--- src/rtl/tl_pkg.sv ---
// Shared transaction-layer types and constants.
// Used by the VC output arbiter and its picker.
package tl_pkg;

   localparam logic [3:0] ST_INIT = 4'b0001;
   localparam logic [3:0] ST_IDLE = 4'b0010;
   localparam logic [3:0] ST_ACT0 = 4'b0100;
   localparam logic [3:0] ST_ACT1 = 4'b1000;

   localparam int NUM_VC = 4;
   localparam int VC_W   = 2;

   // class field occupies the top CLS_W bits of a word
   localparam int CLS_W = 2;

   function automatic int cls_msb(input int data_w);
      return data_w - 1;
   endfunction

   function automatic int cls_lsb(input int data_w);
      return data_w - CLS_W;
   endfunction

   typedef enum logic {
      ARB  = 1'b0,
      XFER = 1'b1
   } arb_state_e;

   function automatic logic is_active(input logic [3:0] st);
      return (st == ST_ACT0) || (st == ST_ACT1);
   endfunction

   function automatic logic is_init(input logic [3:0] st);
      return st == ST_INIT;
   endfunction

endpackage

--- src/rtl/vc_out_arbiter_if.sv ---
// VC FIFO drain / output FIFO fill signal bundle.
// master = arbiter side, slave = FIFO side.
interface vc_out_arbiter_if #(
   parameter int DATA_W = 12
);

   logic              empty_0;
   logic              empty_1;
   logic              empty_2;
   logic              empty_3;
   logic [DATA_W-1:0] data_in_0;
   logic [DATA_W-1:0] data_in_1;
   logic [DATA_W-1:0] data_in_2;
   logic [DATA_W-1:0] data_in_3;
   logic              almost_full_out;

   logic              pop_0;
   logic              pop_1;
   logic              pop_2;
   logic              pop_3;
   logic              push_out;
   logic [DATA_W-1:0] data_out;
   logic [1:0]        grant;

   modport master (
      input  empty_0, empty_1,
      input  empty_2, empty_3,
      input  data_in_0, data_in_1,
      input  data_in_2, data_in_3,
      input  almost_full_out,
      output pop_0, pop_1,
      output pop_2, pop_3,
      output push_out,
      output data_out,
      output grant
   );

   modport slave (
      output empty_0, empty_1,
      output empty_2, empty_3,
      output data_in_0, data_in_1,
      output data_in_2, data_in_3,
      output almost_full_out,
      input  pop_0, pop_1,
      input  pop_2, pop_3,
      input  push_out,
      input  data_out,
      input  grant
   );

endinterface

--- src/rtl/vc_out_arbiter_rr_pick4.sv ---
// Four-way requester picker: round-robin from ptr, or
// fixed highest-index priority with VC_STRICT_PRIO_EN.
module rr_pick4
   import tl_pkg::*;
(
   input  logic [NUM_VC-1:0] req,
   input  logic [VC_W-1:0]   ptr,
   output logic [VC_W-1:0]   idx,
   output logic              valid
);

   logic [NUM_VC-1:0] vec;
   logic [NUM_VC-1:0] first;
   logic [VC_W-1:0]   off;

   assign valid = |req;

   // lowest set bit of the scan vector
   assign first = vec & (~vec + 4'd1);

   always_comb begin
      off = '0;
      unique case (1'b1)
         first[0]: off = 2'd0;
         first[1]: off = 2'd1;
         first[2]: off = 2'd2;
         first[3]: off = 2'd3;
         default:  off = 2'd0;
      endcase
   end

`ifdef VC_STRICT_PRIO_EN
   logic unused_ptr;
   assign unused_ptr = ^ptr;

   // reversed so VC3 lands on bit 0
   assign vec = {req[0], req[1],
                 req[2], req[3]};
   assign idx = 2'd3 - off;
`else
   always_comb begin
      vec = req;
      unique case (ptr)
         2'd0: vec = req;
         2'd1: vec = {req[0], req[3:1]};
         2'd2: vec = {req[1:0], req[3:2]};
         2'd3: vec = {req[2:0], req[3]};
         default: vec = req;
      endcase
   end

   assign idx = ptr + off;
`endif

endmodule

--- src/rtl/vc_out_arbiter.sv ---
// Drains four VC FIFOs into the output FIFO, one word per 2 cycles.
// VC_STRICT_PRIO_EN selects fixed priority instead of round-robin.
module vc_out_arbiter
   import tl_pkg::*;
#(
   parameter int              DATA_W  = 12,
   parameter logic [VC_W-1:0] RR_INIT = '0
) (
   input logic              clk,
   input logic              reset_L,
   input logic [3:0]        state,
   vc_out_arbiter_if.master bus
);

   arb_state_e        fsm_q;
   arb_state_e        fsm_d;
   logic [VC_W-1:0]   ptr_q;
   logic [VC_W-1:0]   ptr_d;
   logic [DATA_W-1:0] data_q;
   logic [DATA_W-1:0] data_d;
   logic [VC_W-1:0]   grant_q;
   logic [VC_W-1:0]   grant_d;

   logic [NUM_VC-1:0] req;
   logic [NUM_VC-1:0] pop_vec;
   logic              push;
   logic [VC_W-1:0]   pick_idx;
   logic              pick_vld;
   logic              init;
   logic              can_arb;
   logic [DATA_W-1:0] head [NUM_VC];

   assign req = ~{bus.empty_3, bus.empty_2,
                  bus.empty_1, bus.empty_0};

   assign head[0] = bus.data_in_0;
   assign head[1] = bus.data_in_1;
   assign head[2] = bus.data_in_2;
   assign head[3] = bus.data_in_3;

   rr_pick4 u_pick (
      .req   (req),
      .ptr   (ptr_q),
      .idx   (pick_idx),
      .valid (pick_vld)
   );

   assign init = is_init(state);

   // reset_L gates the combinational pop path too
   assign can_arb = reset_L
                  & is_active(state)
                  & ~bus.almost_full_out
                  & pick_vld;

   always_comb begin
      fsm_d   = fsm_q;
      ptr_d   = ptr_q;
      data_d  = data_q;
      grant_d = grant_q;
      pop_vec = '0;
      push    = 1'b0;
      if (init) begin
         fsm_d   = ARB;
         ptr_d   = RR_INIT;
         data_d  = '0;
         grant_d = '0;
      end else begin
         unique case (fsm_q)
            ARB: begin
               if (can_arb) begin
                  pop_vec[pick_idx] = 1'b1;
                  data_d  = head[pick_idx];
                  grant_d = pick_idx;
`ifndef VC_STRICT_PRIO_EN
                  ptr_d   = pick_idx + 2'd1;
`endif
                  fsm_d   = XFER;
               end
            end
            XFER: begin
               // completes regardless of state/back-pressure
               push  = 1'b1;
               fsm_d = ARB;
            end
            default: fsm_d = ARB;
         endcase
      end
   end

   always_ff @(posedge clk or negedge reset_L) begin
      if (!reset_L) begin
         fsm_q   <= ARB;
         ptr_q   <= RR_INIT;
         data_q  <= '0;
         grant_q <= '0;
      end else begin
         fsm_q   <= fsm_d;
         ptr_q   <= ptr_d;
         data_q  <= data_d;
         grant_q <= grant_d;
      end
   end

   assign bus.pop_0    = pop_vec[0];
   assign bus.pop_1    = pop_vec[1];
   assign bus.pop_2    = pop_vec[2];
   assign bus.pop_3    = pop_vec[3];
   assign bus.push_out = push;
   assign bus.data_out = data_q;
   assign bus.grant    = grant_q;

   a_pop_onehot : assert property (
      @(posedge clk) disable iff (!reset_L)
      $onehot0(pop_vec)
   );

   a_no_pop_push : assert property (
      @(posedge clk) disable iff (!reset_L)
      !(|pop_vec && push)
   );

endmodule

--- src/flat_wrapper.sv ---
// flat-port wrapper written by rule: the top's interface ports become plain ports
module vc_out_arbiter_flat import tl_pkg::*;
#(
   parameter int              DATA_W  = 12,
   parameter logic [VC_W-1:0] RR_INIT = '0
)
  (clk, reset_L, state, bus_empty_0, bus_empty_1, bus_empty_2, bus_empty_3, bus_data_in_0, bus_data_in_1, bus_data_in_2, bus_data_in_3, bus_almost_full_out, bus_pop_0, bus_pop_1, bus_pop_2, bus_pop_3, bus_push_out, bus_data_out, bus_grant);
  vc_out_arbiter_if #(.DATA_W(DATA_W)) bus_i ();
  input logic clk;
  input logic reset_L;
  input logic [3:0] state;
  input wire logic [$bits(bus_i.empty_0)-1:0] bus_empty_0;
  input wire logic [$bits(bus_i.empty_1)-1:0] bus_empty_1;
  input wire logic [$bits(bus_i.empty_2)-1:0] bus_empty_2;
  input wire logic [$bits(bus_i.empty_3)-1:0] bus_empty_3;
  input wire logic [$bits(bus_i.data_in_0)-1:0] bus_data_in_0;
  input wire logic [$bits(bus_i.data_in_1)-1:0] bus_data_in_1;
  input wire logic [$bits(bus_i.data_in_2)-1:0] bus_data_in_2;
  input wire logic [$bits(bus_i.data_in_3)-1:0] bus_data_in_3;
  input wire logic [$bits(bus_i.almost_full_out)-1:0] bus_almost_full_out;
  output wire logic [$bits(bus_i.pop_0)-1:0] bus_pop_0;
  output wire logic [$bits(bus_i.pop_1)-1:0] bus_pop_1;
  output wire logic [$bits(bus_i.pop_2)-1:0] bus_pop_2;
  output wire logic [$bits(bus_i.pop_3)-1:0] bus_pop_3;
  output wire logic [$bits(bus_i.push_out)-1:0] bus_push_out;
  output wire logic [$bits(bus_i.data_out)-1:0] bus_data_out;
  output wire logic [$bits(bus_i.grant)-1:0] bus_grant;
  assign bus_i.empty_0 = bus_empty_0;
  assign bus_i.empty_1 = bus_empty_1;
  assign bus_i.empty_2 = bus_empty_2;
  assign bus_i.empty_3 = bus_empty_3;
  assign bus_i.data_in_0 = bus_data_in_0;
  assign bus_i.data_in_1 = bus_data_in_1;
  assign bus_i.data_in_2 = bus_data_in_2;
  assign bus_i.data_in_3 = bus_data_in_3;
  assign bus_i.almost_full_out = bus_almost_full_out;
  assign bus_pop_0 = bus_i.pop_0;
  assign bus_pop_1 = bus_i.pop_1;
  assign bus_pop_2 = bus_i.pop_2;
  assign bus_pop_3 = bus_i.pop_3;
  assign bus_push_out = bus_i.push_out;
  assign bus_data_out = bus_i.data_out;
  assign bus_grant = bus_i.grant;
  vc_out_arbiter #(.DATA_W(DATA_W), .RR_INIT(RR_INIT)) u_core (.clk(clk), .reset_L(reset_L), .state(state), .bus(bus_i));
endmodule
--- config.mk ---
export PLATFORM = sky130hd
export DESIGN_NAME = vc_out_arbiter_flat
export DESIGN_NICKNAME = d
export VERILOG_FILES = /design/src/rtl/tl_pkg.sv /design/src/rtl/vc_out_arbiter_if.sv /design/src/rtl/vc_out_arbiter_rr_pick4.sv /design/src/rtl/vc_out_arbiter.sv /design/src/flat_wrapper.sv
export SDC_FILE = /design/constraint.sdc
export NUM_CORES = 1
export LEC_CHECK = 0
export CAP_MARGIN = 0
export CORE_MARGIN = 2
export CORE_UTILIZATION = 37
export CTS_BUF_LIST = sky130_fd_sc_hd__clkbuf_4 sky130_fd_sc_hd__clkbuf_8
export DETAILED_ROUTE_END_ITERATION = 6
export PLACE_DENSITY = 0.79
export SLEW_MARGIN = 40
export SYNTH_ARGS = -nofsm -noshare
export SYNTH_HDL_FRONTEND = slang
export SYNTH_HIERARCHICAL = 1
export SYNTH_SLANG_ARGS = --single-unit
--- constraint.sdc ---
create_clock -name clk -period 3.35 [get_ports clk]
set_input_delay 0.67 -clock clk [delete_from_list [all_inputs] [get_ports clk]]
set_output_delay 0.67 -clock clk [all_outputs]
set_load 0.01 [all_outputs]
After elaboration in Yosys (flattened, before gate mapping)
Index checks and enable logic that the tools add are counted.

storage, ports and cells
  input bits = 59
  RAM bits = 0
  output and inout port bits = 19
  memories kept = 0
  memory bits (read-only) = 0
  latch bits = 0
  register bits after elaboration = 17

operators by class
  magnitude comparators = 3
  multiply operators = 0
  reduce and logical (&&, ||, !) cells = 6
  divide/modulo/power cells = 0
  equality and inequality tests = 7
  muxes and demuxes = 24
  shift operators = 0
  $add $sub $neg = 3
  bitwise logic cells = 9

operators with widths
  cell                   count
  $mux W12               5
  $bmux W12 S2           1
  $pmux W4 S4            1
  $mux W2                6
  $mux W4                3
  $not A4 Y4             2
  $pmux W2 S3            1
  $mux W1                5
  $add A4 B1 Y4 const B  1
  $and A4 B4 Y4          1
  $eq A2 B2 Y1 const B   2
  $eq A4 B1 Y1 const B   1
  $eq A4 B3 Y1 const B   1
  $eq A4 B4 Y1 const B   1
  $reduce_or A4 Y1       1
  $and A1 B1 Y1          3
  $ge A3 B3 Y1 const B   1
  $lt A2 B3 Y1 const B   1
  $not A2 Y3             1
  $add A2 B1 Y2 const B  1
  $add A2 B2 Y2          1
  $demux W1 S2           1
  $eq A2 B1 Y1 const B   1
  $ge A2 B1 Y1 const B   1
  other kinds (8)        9

Logic depth before layout (Yosys ltp)
Gate-level depths: netlist of run 1.

  word-level depth = 14
  gate-level depth with buffers = 14
  depth with buffers taken out = 13

Hierarchy
Netlist of run 1, hierarchy kept.

modules (own cells, without submodules)
  module          times used  sequential area each (um2)  area each (um2)  cells each
  vc_out_arbiter  1           425.4                       1258.7           91
  rr_pick4        1           0.0                         207.7            32

Worst setup path after synthesis of run 1
Ideal clock, no wire load.

  path type = in2out
  start point = in bus_empty_3
  end point = out bus_pop_0
  data required time = 2.680 ns
  arrival time = 2.594 ns
  slack = 0.086 ns
  stages = 14
  path through = inv_1 > buf_4 > nor2_1 > nor4_1 > a21oi_1 > nand2_1 > ha_1 > xnor2_1 > xnor2_1 > buf_1 > inv_1 > ha_1 > inv_1 > nor2_1

on the way
  word-level cells in the longest chain between the ends = 14
  elaborated cells between the ends (all ways) = 17
  classes of those cells = add/sub: 2; order compare: 2; mux: 7; bitwise: 4; reduce/logical: 2

RTL lines
  item                                                                line                           text
  start: declaration                                                  flat_wrapper.sv:15             input wire logic [$bits(bus_i.empty_3)-1:0] bus_empty_3;
  $not A4 Y4 (*)                                                      vc_out_arbiter.sv:33           assign req = ~{bus.empty_3, bus.empty_2,
  $pmux W4 S4 (*)                                                     vc_out_arbiter_rr_pick4.sv:43  unique case (ptr)
  $not A4 Y4                                                          vc_out_arbiter_rr_pick4.sv:19  assign first = vec & (~vec + 4'd1);
  $add A4 B1 Y4                                                       vc_out_arbiter_rr_pick4.sv:19
  $and A4 B4 Y4 (*)                                                   vc_out_arbiter_rr_pick4.sv:19
  $pmux W2 S3 (*)                                                     vc_out_arbiter_rr_pick4.sv:23  unique case (1'b1)
  $add A2 B2 Y2 (*)                                                   vc_out_arbiter_rr_pick4.sv:52  assign idx = ptr + off;
  named net u_core.pick_idx[1]                                        vc_out_arbiter.sv:27           logic [VC_W-1:0] pick_idx;
  $lt A2 B3 Y1 (not written as such) or $ge A2 B1 Y1 (tied branches)  vc_out_arbiter.sv:72           pop_vec[pick_idx] = 1'b1;
  $logic_and A1 B1 Y1 (not written as such)                           vc_out_arbiter.sv:72
  $mux W1 (not written as such)                                       vc_out_arbiter.sv:72
  $demux W1 S2 (*)                                                    --
  $mux W4 (*)                                                         vc_out_arbiter.sv:71           if (can_arb) begin
  $mux W4 (*)                                                         vc_out_arbiter.sv:69           unique case (fsm_q)
  $mux W4 (*)                                                         vc_out_arbiter.sv:63           if (init) begin
  end: declaration                                                    flat_wrapper.sv:21             output wire logic [$bits(bus_i.pop_0)-1:0] bus_pop_0;

Mark *: on every way through the listed nets, which the timed path passes. The rest lies on a longest branch.

Worst setup path in the final report of run 1
  start point = in bus_empty_2
  end point = out bus_pop_0

on the way
  word-level cells in the longest chain between the ends = 14
  elaborated cells between the ends (all ways) = 17
  classes of those cells = add/sub: 2; order compare: 2; mux: 7; bitwise: 4; reduce/logical: 2

RTL lines
  item                                                                line                           text
  start: declaration                                                  flat_wrapper.sv:14             input wire logic [$bits(bus_i.empty_2)-1:0] bus_empty_2;
  $not A4 Y4 (*)                                                      vc_out_arbiter.sv:33
  named net u_core.req[2]                                             vc_out_arbiter.sv:24           logic [NUM_VC-1:0] req;
  $pmux W4 S4 (*)                                                     vc_out_arbiter_rr_pick4.sv:43
  $not A4 Y4                                                          vc_out_arbiter_rr_pick4.sv:19
  $add A4 B1 Y4                                                       vc_out_arbiter_rr_pick4.sv:19
  $and A4 B4 Y4 (*)                                                   vc_out_arbiter_rr_pick4.sv:19
  $pmux W2 S3 (*)                                                     vc_out_arbiter_rr_pick4.sv:23
  $add A2 B2 Y2 (*)                                                   vc_out_arbiter_rr_pick4.sv:52
  named net u_core.pick_idx[1]                                        vc_out_arbiter.sv:27
  $lt A2 B3 Y1 (not written as such) or $ge A2 B1 Y1 (tied branches)  vc_out_arbiter.sv:72
  $logic_and A1 B1 Y1 (not written as such)                           vc_out_arbiter.sv:72
  $mux W1 (not written as such)                                       vc_out_arbiter.sv:72
  $demux W1 S2 (*)                                                    --
  $mux W4 (*)                                                         vc_out_arbiter.sv:71
  $mux W4 (*)                                                         vc_out_arbiter.sv:69
  $mux W4 (*)                                                         vc_out_arbiter.sv:63

Marks and branches as above.

==> results.py, run 1 <==
metrics = {
    "status": {
        "status": "finished clean",
    },
    "hold_path": {
        "min_path_cells": 2,
        "min_path_type": "flip-flop to flip-flop",
    },
    "cts": {
        "cts_tree": "done",
        "root_buffer": "clkbuf_8",
        "cts_buffer_depth": 2,
        "cts_sinks": 17,
        "clk_pin_slew_ns": 0.07,
        "ctsHoldBuffers": 0,
        "clock_latency_ns": 0.26,
        "numCtsBuffers": 3,
        "ctsHtreeMaxLevel": 1,
    },
    "sta": {
        "fin_ws_ns": 0.102,
        "skew_ns": 0.00825,
        "final.period_utilization_pct": 97.0,
        "hold_violations": 0,
        "max_freq_mhz": 308,
        "drv_slew": 0,
        "max_slew_margin_pct": 80.6,
        "finalCriticalPeriod_ns": 3.25,
        "setup_viol": 0,
        "tightest_slew_ns": 0.290,
        "rsz0062_at_grt": "true",
    },
    "yosys": {
        "avgSynthCellArea_um2": 11.9,
        "synth_seq_cells": 17,
        "syn_nets": 187,
        "synth_cell_types": 31,
        "async_flop_share_pct": 100,
        "syn_area_um2": 1470,
        "yosys_warnings": 6,
        "synth_ff_type": "dfrtp_1",
        "synthCells": 123,
        "ys_seq_area_share_pct": 29.0,
        "synth_edf_count": 0,
    },
    "die": {
        "die_w_um": 67.0,
        "dieArea_um2": 4480,
        "ios": 78,
        "core_area_um2": 3740,
        "die_h_um": 67.0,
        "rows": 22,
        "initial_core_util_pct": 39.2,
    },
    "detailed_routing": {
        "drt_iter0_markers": 54,
        "vias": 1298,
        "wirelength_mm": 4.50,
        "drc": 0,
        "via_per_inst": 4.92,
        "wl_per_cell_um": 17.1,
        "drtPass1Iterations": 4,
        "final_antenna_net_count": 0,
    },
    "grt": {
        "grt_overflow": 0,
        "grt_usage_pct": 20.9,
        "antenna_found_initial": 0,
        "grt_first_pass_wirelength_mm": 6.94,
        "grt_max_degree": 18,
        "grt_pass1_vias": 1446,
    },
    "power": {
        "vdd_drop_max_v": 0.000530,
        "p_leak_uw": 0.00111,
        "power.density_nw_per_um2": 702,
    },
    "critical_path": {
        "path_max_fanout": 5,
        "critical_path_arrival_ns": 2.58,
        "cpPeakStageDelay_ns": 0.24,
        "rr_worst_depth": 13,
        "path_delay_family": "buffers and inverters",
        "path_buf_inv": 6,
        "cp-start-kind": "input pin",
        "worstSetupPathDepth": 16,
        "path_class": "input pin to primary output",
        "slowest_stage": "dlygate4sd2_1",
        "endpoint_kind": "primary output",
        "crit_required_ns": 2.68,
        "cp_cell_sequence": "dlygate4sd2_1 > inv_2 > nor2_2 > nand2_1 > o211ai_1 > o21ai_1 > nand2_1 > ha_2 > xnor2_2 > xnor2_2 > buf_6 > inv_4 > ha_2 > inv_2 > nor2_2 > buf_2",
    },
    "placement": {
        "place_inst": 253,
        "hpwl_mm": 3.57,
        "port_buffers": 77,
        "place_ws_ns": -0.684,
        "place.gp.congestion": 0.831,
    },
    "layout": {
        "fin_cells": 264,
        "drive_gt1_share_pct": 35.2,
        "area_growth_pct": 68.2,
        "final_net_count": 281,
        "diodes": 0,
    },
    "job": {
        "cap_violations": 0,
    },
}
worst min-delay path, stage by stage, from the launching register on:
cell and delay [ns]:
dfrtp_1 0.40, nand2b_1 0.08, mux2i_1 0.06
synth_stat cells, types with 2 or more instances:
master,n,share of area (%)
inv_1,11,2.8
nor4b_2,2,2.0
nor3_1,2,0.68
mux4_1,4,7.2
mux4_2,8,12
nor2_1,11,2.8
mux2_4,10,10
ha_1,5,4.3
nor2b_1,12,5.1
a21oi_1,3,1.0
dfrtp_1,17,29
mux2_2,3,2.3
xnor2_1,2,1.2
nand2b_1,4,1.7
and2b_1,2,1.0
buf_6,5,3.8
nand2_1,5,1.3
o22ai_1,2,0.85
mux2i_1,3,2.0
where the power goes:
group | internal [µW] | leakage [µW] | total (µW) | switching, µW
registers | 284 | 0.000227 | 340 | 56.3
clock network | 92.6 | 0.0000262 | 162 | 69.5
logic | 755 | 0.000861 | 1230 | 474
kinds of logic after synthesis:
kind of cell / synth area share [%]
AND/OR/NAND/NOR: 19.0
multiplexers: 34.0
buffers and inverters: 9.13
flip-flops: 29.0
AO/OA/AOI/OAI: 2.73
adder cells (fa/ha/maj): 4.27
XOR/XNOR: 1.79
path summary, 6_finish.rpt:
| check | slack (ns) | startpoint | endpoint |
|---|---|---|---|
| max in group asynchronous | 2.37 | reset_L | u_core/bus.data_out[3]$_DFFE_PN0P_ |
| worst max-delay path | 0.10 | bus_empty_2 | bus_pop_0 |
| worst min-delay path | 0.57 | u_core/bus.grant[1]$_DFFE_PN0P_ | u_core/bus.grant[1]$_DFFE_PN0P_ |
| min in group asynchronous | 0.78 | reset_L | u_core/fsm_q$_DFF_PN0_ |
| worst max register to register | 0.71 | u_core/ptr_q[0]$_DFFE_PN0P_ | u_core/bus.data_out[5]$_DFFE_PN0P_ |
| worst min register to register | 0.57 | u_core/bus.grant[1]$_DFFE_PN0P_ | u_core/bus.grant[1]$_DFFE_PN0P_ |
routing by layer:
layer / global-route usage [%] / vias to the layer above / share of wire [%]
li1: - / 621 / -
met1: 25.2 / 633 / 39
met2: 38.8 / 35 / 55
met3: 2.70 / 9 / 3.5
met4: 5.61 / 0 / 1.9
met5: 0 / - / 0
placed cells by master (no fill, tap or decap), drive strengths merged:
cell           synthesis  layout
inv                   11      11
o21ai                  1       1
nor3b                  1       1
dlygate4sd2            0       4
ha                     5       5
nor3                   2       2
nor2                  11      11
o22ai                  2       2
mux2i                  3       3
nor2b                 12      12
and2b                  2       2
nor4b                  3       3
buf                    9      24
nand4b                 1       1
clkbuf                 0       5
nand2b                 4       4
dfrtp                 17      17
mux2                  13      13
a21oi                  3       3
nor4                   2       2
mux4                  12      12
xor2                   1       1
nand2                  5       5
o211ai                 1       1
xnor2                  2       2
clkdlybuf4s50          0      69
state kept, by name, indices dropped and copies added (netlist names):
register	count
u_core/bus.data_out	12
u_core/fsm_q	1
u_core/bus.grant	2
u_core/ptr_q	2
repair_timing:
action	in CTS	in global routing
resized for setup	35	11
endpoints found under the setup margin	4	4
pin swaps	7	5
setup buffers	5	2
layout make-up:
cell class                 instances  area [µm²]
multi-input combinational         86         978
sequential                        17         425
inverter                          11        46.3
timing repair buffer              98         907
tap                               48        60.1
clock buffer                       4        48.8
fill                             310        1280
stage by stage:
step / hold WS (ns) / total power (µW) / setup TNS (ns) / instance area (µm²) / utilization [%]
floorplan: 0.374 / 1070 / 0 / 1470 / -
global placement: 0.550 / 1390 / -2.05 / 2310 / 61.7
detailed placement: 0.554 / 1420 / -3.28 / 2310 / 61.7
CTS: 0.569 / 1670 / 0 / 2430 / 64.9
global route: 0.607 / 1850 / -0.0343 / 2470 / 65.9
finish: 0.574 / 1730 / 0 / 2470 / 65.9
No activity file was read; power rests on OpenSTA's default activity.
==> run 2, diff against run 1 <==
--- a/config.mk
+++ b/config.mk
@@ -9,6 +9,7 @@
 export CORE_MARGIN = 2
 export CORE_UTILIZATION = 37
 export CTS_BUF_LIST = sky130_fd_sc_hd__clkbuf_4 sky130_fd_sc_hd__clkbuf_8
+export CTS_CLUSTER_DIAMETER = 100
 export DETAILED_ROUTE_END_ITERATION = 6
 export PLACE_DENSITY = 0.79
 export SLEW_MARGIN = 40
==> results of run 2 <==
The final DEF is identical to that of run 1; final timing and power are the same.
==> run 3, diff against run 2 <==
--- a/config.mk
+++ b/config.mk
@@ -8,7 +8,7 @@
 export CAP_MARGIN = 0
 export CORE_MARGIN = 2
 export CORE_UTILIZATION = 37
-export CTS_BUF_LIST = sky130_fd_sc_hd__clkbuf_4 sky130_fd_sc_hd__clkbuf_8
+export CTS_BUF_LIST = sky130_fd_sc_hd__clkbuf_4
 export CTS_CLUSTER_DIAMETER = 100
 export DETAILED_ROUTE_END_ITERATION = 6
 export PLACE_DENSITY = 0.79
==> run 3 against run 2 <==
Net effect:
- sequential power is essentially flat
- critical path depth did not move
- die area is the same
- largest cell class unchanged
- hold slack worse by 0.0010 ns
- critical endpoint unchanged
- first-iteration DRC count fell by 20%
- non-clock buffer count unchanged
==> results.py, run 3 (synthesis gave the netlist of run 1 again) <==
metrics = {
    "sta": {
        "tightest_slew_ns": 0.301,
        "skew_ns": 0.0101,
        "hold_ws_ns": 0.573,
        "setup_viol": 0,
        "final.period_utilization_pct": 96.7,
        "hold_violations": 0,
        "max_freq_mhz": 309,
        "fin_ws_ns": 0.112,
        "drv_slew": 0,
        "max_slew_margin_pct": 79.8,
        "rsz0062_at_grt": "true",
        "finalCriticalPeriod_ns": 3.24,
    },
    "critical_path": {
        "cp-start-kind": "input pin",
        "path_class": "input pin to primary output",
        "critical_path_arrival_ns": 2.57,
        "slowest_stage": "dlygate4sd2_1",
        "path_max_fanout": 5,
        "crit_required_ns": 2.68,
        "cp_cell_sequence": "dlygate4sd2_1 > inv_2 > nor2_2 > nand2_1 > o211ai_1 > o21ai_1 > nand2_1 > ha_2 > xnor2_2 > xnor2_2 > buf_6 > inv_4 > ha_2 > inv_2 > nor2_2 > buf_2",
        "rr_worst_depth": 13,
        "endpoint_kind": "primary output",
        "path_delay_family": "buffers and inverters",
        "path_buf_inv": 6,
        "worstSetupPathDepth": 16,
        "cpPeakStageDelay_ns": 0.24,
        "r2r_slack_ns": 0.71,
    },
    "layout": {
        "regArea_um2": 425,
        "layout.cells.most_common": "clkdlybuf4s50_1",
        "fin_cells": 264,
        "area_growth_pct": 66.9,
        "drive_gt1_share_pct": 35.2,
        "multi_input_area_um2": 978,
        "fin_util_pct": 65.4,
        "final_net_count": 281,
        "diodes": 0,
        "num-fill-cells": 308,
        "final_cell_mix": "clkdlybuf4s50_1, buf_4, dfrtp_1",
        "largest_reg_flops": 12,
    },
    "grt": {
        "grt_max_degree": 18,
        "grt_usage_pct": 20.8,
        "grt_first_pass_wirelength_mm": 6.89,
        "grt_pass1_vias": 1442,
        "antenna_found_initial": 0,
        "grt_overflow": 0,
    },
    "power": {
        "p_sw_share_pct": 35.2,
        "p_switching_uw": 592,
        "p_int_uw": 1090,
        "sequentialPowerShare_pct": 20.1,
        "power.density_nw_per_um2": 688,
        "p_clk_share_pct": 7.0,
        "vdd_drop_max_v": 0.000574,
        "power.total_uw": 1680,
        "power_frac_comb_pct": 72.9,
        "p_leak_uw": 0.00111,
    },
    "cts": {
        "ctsHoldBuffers": 0,
        "clock_latency_ns": 0.29,
        "clk_pin_slew_ns": 0.10,
        "cts_tree": "done",
        "ctsHtreeMaxLevel": 1,
        "cts_sinks": 17,
        "cts_buffer_depth": 2,
        "root_buffer": "clkbuf_4",
        "numCtsBuffers": 3,
    },
    "die": {
        "core_area_um2": 3740,
        "ios": 78,
        "rows": 22,
        "die_w_um": 67.0,
        "die_h_um": 67.0,
        "dieArea_um2": 4480,
        "initial_core_util_pct": 39.2,
    },
    "detailed_routing": {
        "vias": 1305,
        "wirelength_mm": 4.44,
        "drt_iter0_markers": 43,
        "maxUsedRoutingLayer": "met4",
        "final_antenna_net_count": 0,
        "wl_per_cell_um": 16.8,
        "drc": 0,
        "wl_met2_mm": 2.48,
        "wl_met1_mm": 1.75,
        "drtPass1Iterations": 4,
        "met3_length_um": 146,
        "via_per_inst": 4.94,
    },
    "placement": {
        "place_ws_ns": -0.684,
        "port_buffers": 77,
        "hpwl_mm": 3.57,
        "place.gp.congestion": 0.831,
        "place_inst": 253,
    },
    "hold_path": {
        "min_path_type": "flip-flop to flip-flop",
        "min_path_cells": 2,
    },
    "status": {
        "status": "finished clean",
    },
    "job": {
        "cap_violations": 0,
    },
}
-- run 3: cell counts in the layout (fill, tap and decap cells not counted) --
No cell type changed its count.
-- run 3: layout make-up --
cell class	count	share of cell area [%]
multi-input combinational	86	40.0
timing repair buffer	98	37.1
sequential	17	17.4
tap	48	2.45
inverter	11	1.89
clock buffer	4	1.23
-- run 3: final timing paths --
| path | startpoint | end |
|---|---|---|
| worst min-delay path | u_core/bus.grant[1]$_DFFE_PN0P_ | u_core/bus.grant[1]$_DFFE_PN0P_ |
| min in group asynchronous | reset_L | u_core/fsm_q$_DFF_PN0_ |
| worst min register to register | u_core/bus.grant[1]$_DFFE_PN0P_ | u_core/bus.grant[1]$_DFFE_PN0P_ |
| worst max register to register | u_core/ptr_q[0]$_DFFE_PN0P_ | u_core/bus.data_out[5]$_DFFE_PN0P_ |
| max in group asynchronous | reset_L | u_core/bus.data_out[3]$_DFFE_PN0P_ |
| worst max-delay path | bus_empty_2 | bus_pop_0 |
-- run 3: routing by layer --
metal	track usage (%)	vias up
met4	4.85	0
met2	38.4	32
met1	25.0	645
li1	-	622
met5	0	-
met3	3.21	6
-- run 3: through the flow --
stage                     area, µm²  setup TNS, ns
after floorplan                1470              0
after global placement         2310          -2.05
after detailed placement       2310          -3.28
after CTS                      2410              0
after global routing           2450        -0.0291
final                          2450              0
-- run 3: tightest hold or removal path, stage by stage (launching register included) --
cell and delay, ns:
dfrtp_1 0.40, nand2b_1 0.08, mux2i_1 0.06
-- run 3: power by group through the flow --
stage | Combinational (µW) | Sequential (µW) | Clock (µW)
2_1_floorplan | 708 | 363 | 0
3_3_place_gp | 1060 | 334 | 0
3_5_place_dp | 1080 | 340 | 0
4_1_cts | 1160 | 340 | 121
5_1_grt | 1320 | 351 | 131
6_report | 1230 | 339 | 117
-- run 3: repair_timing --
item                       4_1_cts  5_1_grt
pin swaps                        7        5
setup endpoints to repair        4        4
buffers inserted                 5        2
gates resized for setup         35       11
